--- config.mk ---
export PLATFORM = sky130hd
export DESIGN_NAME = warp_lsu_flat
export DESIGN_NICKNAME = d
export VERILOG_FILES = /design/src/rtl/warp_lsu_if.sv /design/src/rtl/warp_lsu.sv /design/src/flat_wrapper.sv
export SDC_FILE = /design/constraint.sdc
export NUM_CORES = 2
export LEC_CHECK = 0
export ABC_AREA = 1
export CAP_MARGIN = 20
export CORE_AREA = 5 5 661 663
export DETAILED_ROUTE_END_ITERATION = 16
export DIE_AREA = 0 0 666 668
export SETUP_SLACK_MARGIN = 0.05
export SYNTH_ARGS = -nofsm -noshare
export SYNTH_HDL_FRONTEND = slang
export SYNTH_SLANG_ARGS = --single-unit
--- constraint.sdc ---
create_clock -name clk -period 10.19 [get_ports clk]
set_input_delay 2.038 -clock clk [delete_from_list [all_inputs] [get_ports clk]]
set_output_delay 2.038 -clock clk [all_outputs]
set_load 0.01 [all_outputs]
--- src/rtl/warp_lsu_if.sv ---
// Memory request/response channel between the warp LSU and the memory port.
`ifndef DATA_WIDTH
`define DATA_WIDTH 32
`endif

interface warp_lsu_if #(
  parameter int unsigned DATA_WIDTH = `DATA_WIDTH,
  parameter int unsigned ADDR_WIDTH = 32
);
  logic                  mem_req_valid;
  logic                  mem_req_write;
  logic [ADDR_WIDTH-1:0] mem_req_addr;
  logic [DATA_WIDTH-1:0] mem_req_wdata;
  logic                  mem_req_ready;
  logic                  mem_rsp_valid;
  logic [DATA_WIDTH-1:0] mem_rsp_rdata;

  modport master (
    output mem_req_valid, mem_req_write, mem_req_addr, mem_req_wdata,
    input  mem_req_ready, mem_rsp_valid, mem_rsp_rdata
  );

  modport slave (
    input  mem_req_valid, mem_req_write, mem_req_addr, mem_req_wdata,
    output mem_req_ready, mem_rsp_valid, mem_rsp_rdata
  );
endinterface

--- src/rtl/warp_lsu.sv ---
// Per-warp load/store unit: serialises the enabled threads of a warp onto one
// memory port with a single outstanding request.
`ifndef DATA_WIDTH
`define DATA_WIDTH 32
`endif

module warp_lsu #(
  parameter int unsigned THREADS_PER_WARP = 16,
  parameter int unsigned DATA_WIDTH       = `DATA_WIDTH,
  parameter int unsigned ADDR_WIDTH       = 32
) (
  input  logic                                       clk,
  input  logic                                       reset,
  input  logic                                       start,
  input  logic                                       decoded_mem_read_enable,
  input  logic                                       decoded_mem_write_enable,
  input  logic [DATA_WIDTH-1:0]                      decoded_immediate,
  input  logic [THREADS_PER_WARP-1:0]                thread_enable,
  input  logic [THREADS_PER_WARP-1:0][DATA_WIDTH-1:0] rs1,
  input  logic [THREADS_PER_WARP-1:0][DATA_WIDTH-1:0] rs2,
  warp_lsu_if.master                                 mem,
  output logic [THREADS_PER_WARP-1:0][DATA_WIDTH-1:0] lsu_out,
  output logic                                       busy,
  output logic                                       done
);

  localparam int unsigned TID_W = (THREADS_PER_WARP > 1) ? $clog2(THREADS_PER_WARP) : 1;

  typedef enum logic [1:0] {IDLE, REQ, WAIT_RSP, DONE} state_t;
  typedef logic [THREADS_PER_WARP-1:0][DATA_WIDTH-1:0] lane_data_t;

  state_t                      state_q, state_d;
  logic [THREADS_PER_WARP-1:0] pending_q, pending_d;
  lane_data_t                  rs1_q, rs1_d, rs2_q, rs2_d, lsu_out_q, lsu_out_d;
  logic [DATA_WIDTH-1:0]       imm_q, imm_d;
  logic                        is_load_q, is_load_d;
  logic [TID_W-1:0]            cur_q, cur_d;
  logic                        req_valid_q, req_valid_d;
  logic                        req_write_q, req_write_d;
  logic [ADDR_WIDTH-1:0]       req_addr_q, req_addr_d;
  logic [DATA_WIDTH-1:0]       req_wdata_q, req_wdata_d;
  logic                        busy_q, busy_d;
  logic                        done_q, done_d;
  logic                        issue;

  // Lowest-index set bit; disabled threads are skipped without costing cycles.
  function automatic logic [TID_W-1:0] lowest_set(input logic [THREADS_PER_WARP-1:0] m);
    lowest_set = '0;
    for (int i = int'(THREADS_PER_WARP) - 1; i >= 0; i--) begin
      if (m[i]) lowest_set = TID_W'(i);
    end
  endfunction

  // Next-state logic; request fields are precomputed so they leave a register.
  always_comb begin
    state_d     = state_q;
    pending_d   = pending_q;
    rs1_d       = rs1_q;
    rs2_d       = rs2_q;
    imm_d       = imm_q;
    is_load_d   = is_load_q;
    cur_d       = cur_q;
    lsu_out_d   = lsu_out_q;
    req_valid_d = 1'b0;
    req_write_d = req_write_q;
    req_addr_d  = req_addr_q;
    req_wdata_d = req_wdata_q;
    issue       = 1'b0;

    case (state_q)
      IDLE: begin
        if (start) begin
          rs1_d     = rs1;
          rs2_d     = rs2;
          imm_d     = decoded_immediate;
          is_load_d = decoded_mem_read_enable;
          pending_d = thread_enable;
          if (!(decoded_mem_read_enable || decoded_mem_write_enable) || (thread_enable == '0)) begin
            state_d = DONE;
          end else begin
            state_d = REQ;
            issue   = 1'b1;
          end
        end
      end
      REQ: begin
        if (mem.mem_req_ready) begin
          state_d = WAIT_RSP;
        end else begin
          req_valid_d = 1'b1;
        end
      end
      WAIT_RSP: begin
        if (mem.mem_rsp_valid) begin
          if (is_load_q) lsu_out_d[cur_q] = mem.mem_rsp_rdata;
          pending_d[cur_q] = 1'b0;
          if (pending_d == '0) begin
            state_d = DONE;
          end else begin
            state_d = REQ;
            issue   = 1'b1;
          end
        end
      end
      DONE: begin
        state_d = IDLE;
      end
      default: begin
        state_d = IDLE;
      end
    endcase

    if (issue) begin
      cur_d       = lowest_set(pending_d);
      req_valid_d = 1'b1;
      req_write_d = !is_load_d;
      req_addr_d  = ADDR_WIDTH'(rs1_d[cur_d] + imm_d);
      req_wdata_d = rs2_d[cur_d];
    end

    busy_d = (state_d != IDLE);
    done_d = (state_d == DONE);
  end

  // State and output registers.
  always_ff @(posedge clk) begin
    if (reset) begin
      state_q     <= IDLE;
      pending_q   <= '0;
      rs1_q       <= '0;
      rs2_q       <= '0;
      imm_q       <= '0;
      is_load_q   <= 1'b0;
      cur_q       <= '0;
      lsu_out_q   <= '0;
      req_valid_q <= 1'b0;
      req_write_q <= 1'b0;
      req_addr_q  <= '0;
      req_wdata_q <= '0;
      busy_q      <= 1'b0;
      done_q      <= 1'b0;
    end else begin
      state_q     <= state_d;
      pending_q   <= pending_d;
      rs1_q       <= rs1_d;
      rs2_q       <= rs2_d;
      imm_q       <= imm_d;
      is_load_q   <= is_load_d;
      cur_q       <= cur_d;
      lsu_out_q   <= lsu_out_d;
      req_valid_q <= req_valid_d;
      req_write_q <= req_write_d;
      req_addr_q  <= req_addr_d;
      req_wdata_q <= req_wdata_d;
      busy_q      <= busy_d;
      done_q      <= done_d;
    end
  end

  assign mem.mem_req_valid = req_valid_q;
  assign mem.mem_req_write = req_write_q;
  assign mem.mem_req_addr  = req_addr_q;
  assign mem.mem_req_wdata = req_wdata_q;
  assign lsu_out           = lsu_out_q;
  assign busy              = busy_q;
  assign done              = done_q;

endmodule

--- src/flat_wrapper.sv ---
// flat-port wrapper written by rule: the top's interface ports become plain ports
module warp_lsu_flat 
#(
  parameter int unsigned THREADS_PER_WARP = 16,
  parameter int unsigned DATA_WIDTH       = `DATA_WIDTH,
  parameter int unsigned ADDR_WIDTH       = 32
)
  (clk, reset, start, decoded_mem_read_enable, decoded_mem_write_enable, decoded_immediate, thread_enable, rs1, rs2, lsu_out, busy, done, mem_mem_req_valid, mem_mem_req_write, mem_mem_req_addr, mem_mem_req_wdata, mem_mem_req_ready, mem_mem_rsp_valid, mem_mem_rsp_rdata);
  warp_lsu_if #(.DATA_WIDTH(DATA_WIDTH), .ADDR_WIDTH(ADDR_WIDTH)) mem_i ();
  input  logic clk;
  input  logic reset;
  input  logic start;
  input  logic decoded_mem_read_enable;
  input  logic decoded_mem_write_enable;
  input  logic [DATA_WIDTH-1:0] decoded_immediate;
  input  logic [THREADS_PER_WARP-1:0] thread_enable;
  input  logic [THREADS_PER_WARP-1:0][DATA_WIDTH-1:0] rs1;
  input  logic [THREADS_PER_WARP-1:0][DATA_WIDTH-1:0] rs2;
  output logic [THREADS_PER_WARP-1:0][DATA_WIDTH-1:0] lsu_out;
  output logic busy;
  output logic done;
  output wire logic [$bits(mem_i.mem_req_valid)-1:0] mem_mem_req_valid;
  output wire logic [$bits(mem_i.mem_req_write)-1:0] mem_mem_req_write;
  output wire logic [$bits(mem_i.mem_req_addr)-1:0] mem_mem_req_addr;
  output wire logic [$bits(mem_i.mem_req_wdata)-1:0] mem_mem_req_wdata;
  input wire logic [$bits(mem_i.mem_req_ready)-1:0] mem_mem_req_ready;
  input wire logic [$bits(mem_i.mem_rsp_valid)-1:0] mem_mem_rsp_valid;
  input wire logic [$bits(mem_i.mem_rsp_rdata)-1:0] mem_mem_rsp_rdata;
  assign mem_mem_req_valid = mem_i.mem_req_valid;
  assign mem_mem_req_write = mem_i.mem_req_write;
  assign mem_mem_req_addr = mem_i.mem_req_addr;
  assign mem_mem_req_wdata = mem_i.mem_req_wdata;
  assign mem_i.mem_req_ready = mem_mem_req_ready;
  assign mem_i.mem_rsp_valid = mem_mem_rsp_valid;
  assign mem_i.mem_rsp_rdata = mem_mem_rsp_rdata;
  warp_lsu #(.THREADS_PER_WARP(THREADS_PER_WARP), .DATA_WIDTH(DATA_WIDTH), .ADDR_WIDTH(ADDR_WIDTH)) u_core (.clk(clk), .reset(reset), .start(start), .decoded_mem_read_enable(decoded_mem_read_enable), .decoded_mem_write_enable(decoded_mem_write_enable), .decoded_immediate(decoded_immediate), .thread_enable(thread_enable), .rs1(rs1), .rs2(rs2), .mem(mem_i), .lsu_out(lsu_out), .busy(busy), .done(done));
endmodule
==> flow_summary.ini <==
[routing]
routed_via_density = 4.23
via_count = 67400
drt_drc_violations_left = 0
routedWlPerCell_um = 24.3
detail_route.first_pass.iterations = 5
postRouteWirelength_mm = 388
ant_nets = 0
detailedRoute.firstIterationViolations = 6447

[placement]
dp_hpwl_mm = 303
io_buffers = 1690
gp_congestion = 0.909
place_area_um2 = 92200

[timing]
hold_viol = 0
period_needed_ns = 8.88
layout_worst_path_cycle_share_pct = 87.1
max_freq_ghz = 0.113
totalNegativeSetupSlack_ns = 0
timing_worst_slew_pin_value_ns = 1.16
final.setup_skew_ns = 0.0996
timing.final.max_slew_violations = 0
grt_setup_unrepaired = no
total_setup_violations_reported_at_the_end_of_the_flow = 0
relSlewSlack_pct = 22.4

[final_layout]
area.growth.synth_to_final_pct = 42.2
drive_above_1_share_pct = 5.27
total_number_of_nets_in_the_final_design = 11200
summed_area_of_non_filler_cells_in_the_final_layout_um2 = 98900

[clocking]
tritoncts_clock_tree = built
cts_repair_resize_count = 0
postCtsSetupBuffers = 0
cts.htree.levels = 4
clock_pin_transition_on_the_worst_setup_and_hold_timing_paths_ns = 0.05
worstSkewPairLatency_ns = 0.90
cts_buffers = 194
post_cts_hold_buffer_count = 0
clock_sinks = 1659
cts-root-to-sink-buffers = 4
cts.root.buffer_cell = sky130_fd_sc_hd__clkbuf_16

[floorplan]
dieArea_um2 = 445000
fp.dieW_um = 666
floorplan.initialDensity_pct = 16.2
floorplan.rows = 241
core-area_um2 = 430000
die-height_um = 668
io_pins = 1691

[grt]
grt_pass1_vias = 63000
grt_first_pass_wirelength_mm = 516
antenna_found_initial = 172
globalRouteOverflowTotal = 0
grt_max_degree = 203
grt_util_overall_pct = 16.3

[synthesis]
synth_seq_cells = 1659
mappedNetlistArea_um2 = 69600
multiplexer_share_of_the_synthesized_area_pct = 14.7
synthesis.nets = 9789
synthAdderAreaFrac_pct = 0.586
syn-mean-instance-area_um2 = 8.05
combinational_family_with_the_most_area_after_synthesis = simple AND/OR/NAND/NOR gates
synth_compound_area_share_pct = 8.27
synthArstFlopShare_pct = 0
synth_warnings = 0
netlist-cell-type-count = 52
synth_cells = 8646
synthSimpleGateAreaFrac_pct = 22.3
synth_xor_xnor_area_share_pct = 0.365
ys.flop_type = sky130_fd_sc_hd__dfxtp_1
synth_edf_count = 0
sequential_area_share_after_synthesis_pct = 47.7

[setup_path]
timing.critical_path.buf_inv = 4
cp_data_arrival_time_ns = 9.55
worst_setup_path_start_kind = primary input
worst-path-max-fanout = 158
critical_path.max_stage_delay_ns = 0.80
worstSetupPathType = in -> reg
worst_ep_required_time_ns = 10.86
cp_slowest_cell = sky130_fd_sc_hd__o21ai_0
cp_common_cell = sky130_fd_sc_hd__nand2_1
crit_path_end_kind = register
cp_top_family = compound AO/OA/AOI/OAI gates

[outcome]
outcome = completed

[power]
power.density_cell_area_nw_per_um2 = 213
power.static_leakage_uw = 0.0421
ir_drop_v = 0.000178

[hold_path]
worstHoldPathType = reg -> reg

[job]
drv_cap = 0
==> layout make-up <==
cell class / count / area (um2)
multi-input combinational: 5955 / 32300
clock buffer: 286 / 5670
timing repair buffer: 1830 / 18100
tap: 5710 / 7140
fill: 47200 / 331000
clock inverter: 60 / 822
antenna: 78 / 195
sequential: 1659 / 33200
inverter: 368 / 1420
==> kinds of logic (layout without fill, tap and decap cells) <==
kind of cell / after synthesis / in the layout
buffers and inverters: 1032 / 2544
other: 0 / 78
DFF: 1659 / 1659
and+or+nand+nor: 3793 / 3793
AOI/OAI and AO/OA: 1077 / 1077
muxes: 1024 / 1024
xor gates and xnor gates: 29 / 29
adders and majority gates: 32 / 32
==> power breakdown <==
group	total, uW	switching, uW	internal [uW]
logic	6710	4530	2180
registers	7140	174	6960
clock network	7240	3090	4160
==> sequential cells by signal (all words and copies together) (netlist names), 4 cells and up <==
signal / flops
u_core.mem.mem_req_wdata: 32
u_core.lsu_out: 512
u_core.mem.mem_req_addr: 32
u_core.cur_q: 4
u_core.rs1_q: 512
u_core.imm_q: 32
u_core.rs2_q: 512
u_core.pending_q: 16
==> metrics by stage <==
step | utilization (%) | total power (uW) | cells | hold WS, ns | setup WS (ns)
3_5_place_dp | 21.5 | 14100 | 15500 | 0.436 | 0.393
3_3_place_gp | 21.5 | 14000 | 15500 | 0.431 | 0.425
4_1_cts | 23.0 | 21400 | 15900 | 0.444 | 1.33
2_1_floorplan | - | 11000 | 8646 | 0.453 | 3.42
5_1_grt | 23.0 | 22000 | 15900 | 0.456 | 0.740
6_report | 23.0 | 21100 | 15900 | 0.442 | 1.31
==> path summary, 6_finish.rpt <==
kind / end / slack [ns] / cells past startpoint / from
hold reg to reg: u_core.lsu_out[53]$_SDFFE_PP0P_ / 0.44 / 2 / u_core.lsu_out[53]$_SDFFE_PP0P_
setup reg to reg: u_core.mem.mem_req_addr[29]$_SDFFE_PP0P_ / 2.31 / 36 / u_core.state_q[1]$_SDFF_PP0_
hold / removal: u_core.lsu_out[53]$_SDFFE_PP0P_ / 0.44 / 2 / u_core.lsu_out[53]$_SDFFE_PP0P_
setup / recovery: u_core.mem.mem_req_addr[29]$_SDFFE_PP0P_ / 1.31 / 37 / mem_mem_rsp_valid
==> cells in the mapped netlist (all sizes together), types with 31 or more instances <==
cell type	instances	area, um2
o21bai	34	255
o211ai	32	250
inv	366	1380
nand2	1087	4100
buf	280	1360
nand3	851	4260
a21oi	291	1460
a211oi	31	233
dfxtp	1659	33200
mux2i	1024	10200
o21ai	652	3270
nor2	1789	6730
or2	47	294
clkbuf	384	1440
ha	31	388
==> worst register-to-register path, delay by kind of cell, from the launching register on <==
family,cells,cell delay (ns)
fa+ha+maj,1,0.35
buf+inv,2,0.60
flops,1,0.56
simple gates,21,3.12
xor+xnor,1,0.18
compound gates,11,2.86
==> per-layer routing <==
layer	vias to the layer above	track usage (%)	share of wire (%)
li1	31200	-	-
met1	32200	19.4	39
met2	3113	27.0	47
met3	770	4.04	8.0
met4	80	8.62	5.5
met5	-	0	0.13
==> layout by cell type, fill, tap and decap left out, types with 11 or more instances in the layout <==
cell / count
sky130_fd_sc_hd__clkbuf_1: 47
sky130_fd_sc_hd__o21ai_0: 643
sky130_fd_sc_hd__mux2i_1: 1024
sky130_fd_sc_hd__a211oi_1: 31
sky130_fd_sc_hd__clkbuf_8: 43
sky130_fd_sc_hd__dfxtp_1: 1659
sky130_fd_sc_hd__o211ai_1: 30
sky130_fd_sc_hd__or2_2: 46
sky130_fd_sc_hd__nand2_1: 1080
sky130_fd_sc_hd__clkinv_2: 23
sky130_fd_sc_hd__ha_1: 31
sky130_fd_sc_hd__diode_2: 78
sky130_fd_sc_hd__a21oi_1: 291
sky130_fd_sc_hd__inv_1: 360
sky130_fd_sc_hd__o21bai_1: 34
sky130_fd_sc_hd__clkbuf_16: 196
sky130_fd_sc_hd__o221ai_1: 12
sky130_fd_sc_hd__nor2_1: 1777
sky130_fd_sc_hd__xor2_1: 12
sky130_fd_sc_hd__nand3_1: 843
sky130_fd_sc_hd__xnor2_1: 16
sky130_fd_sc_hd__bufinv_16: 11
sky130_fd_sc_hd__buf_4: 124
sky130_fd_sc_hd__buf_12: 15
sky130_fd_sc_hd__clkdlybuf4s50_1: 1679
Note: power is estimated with default switching activity, not from simulation.
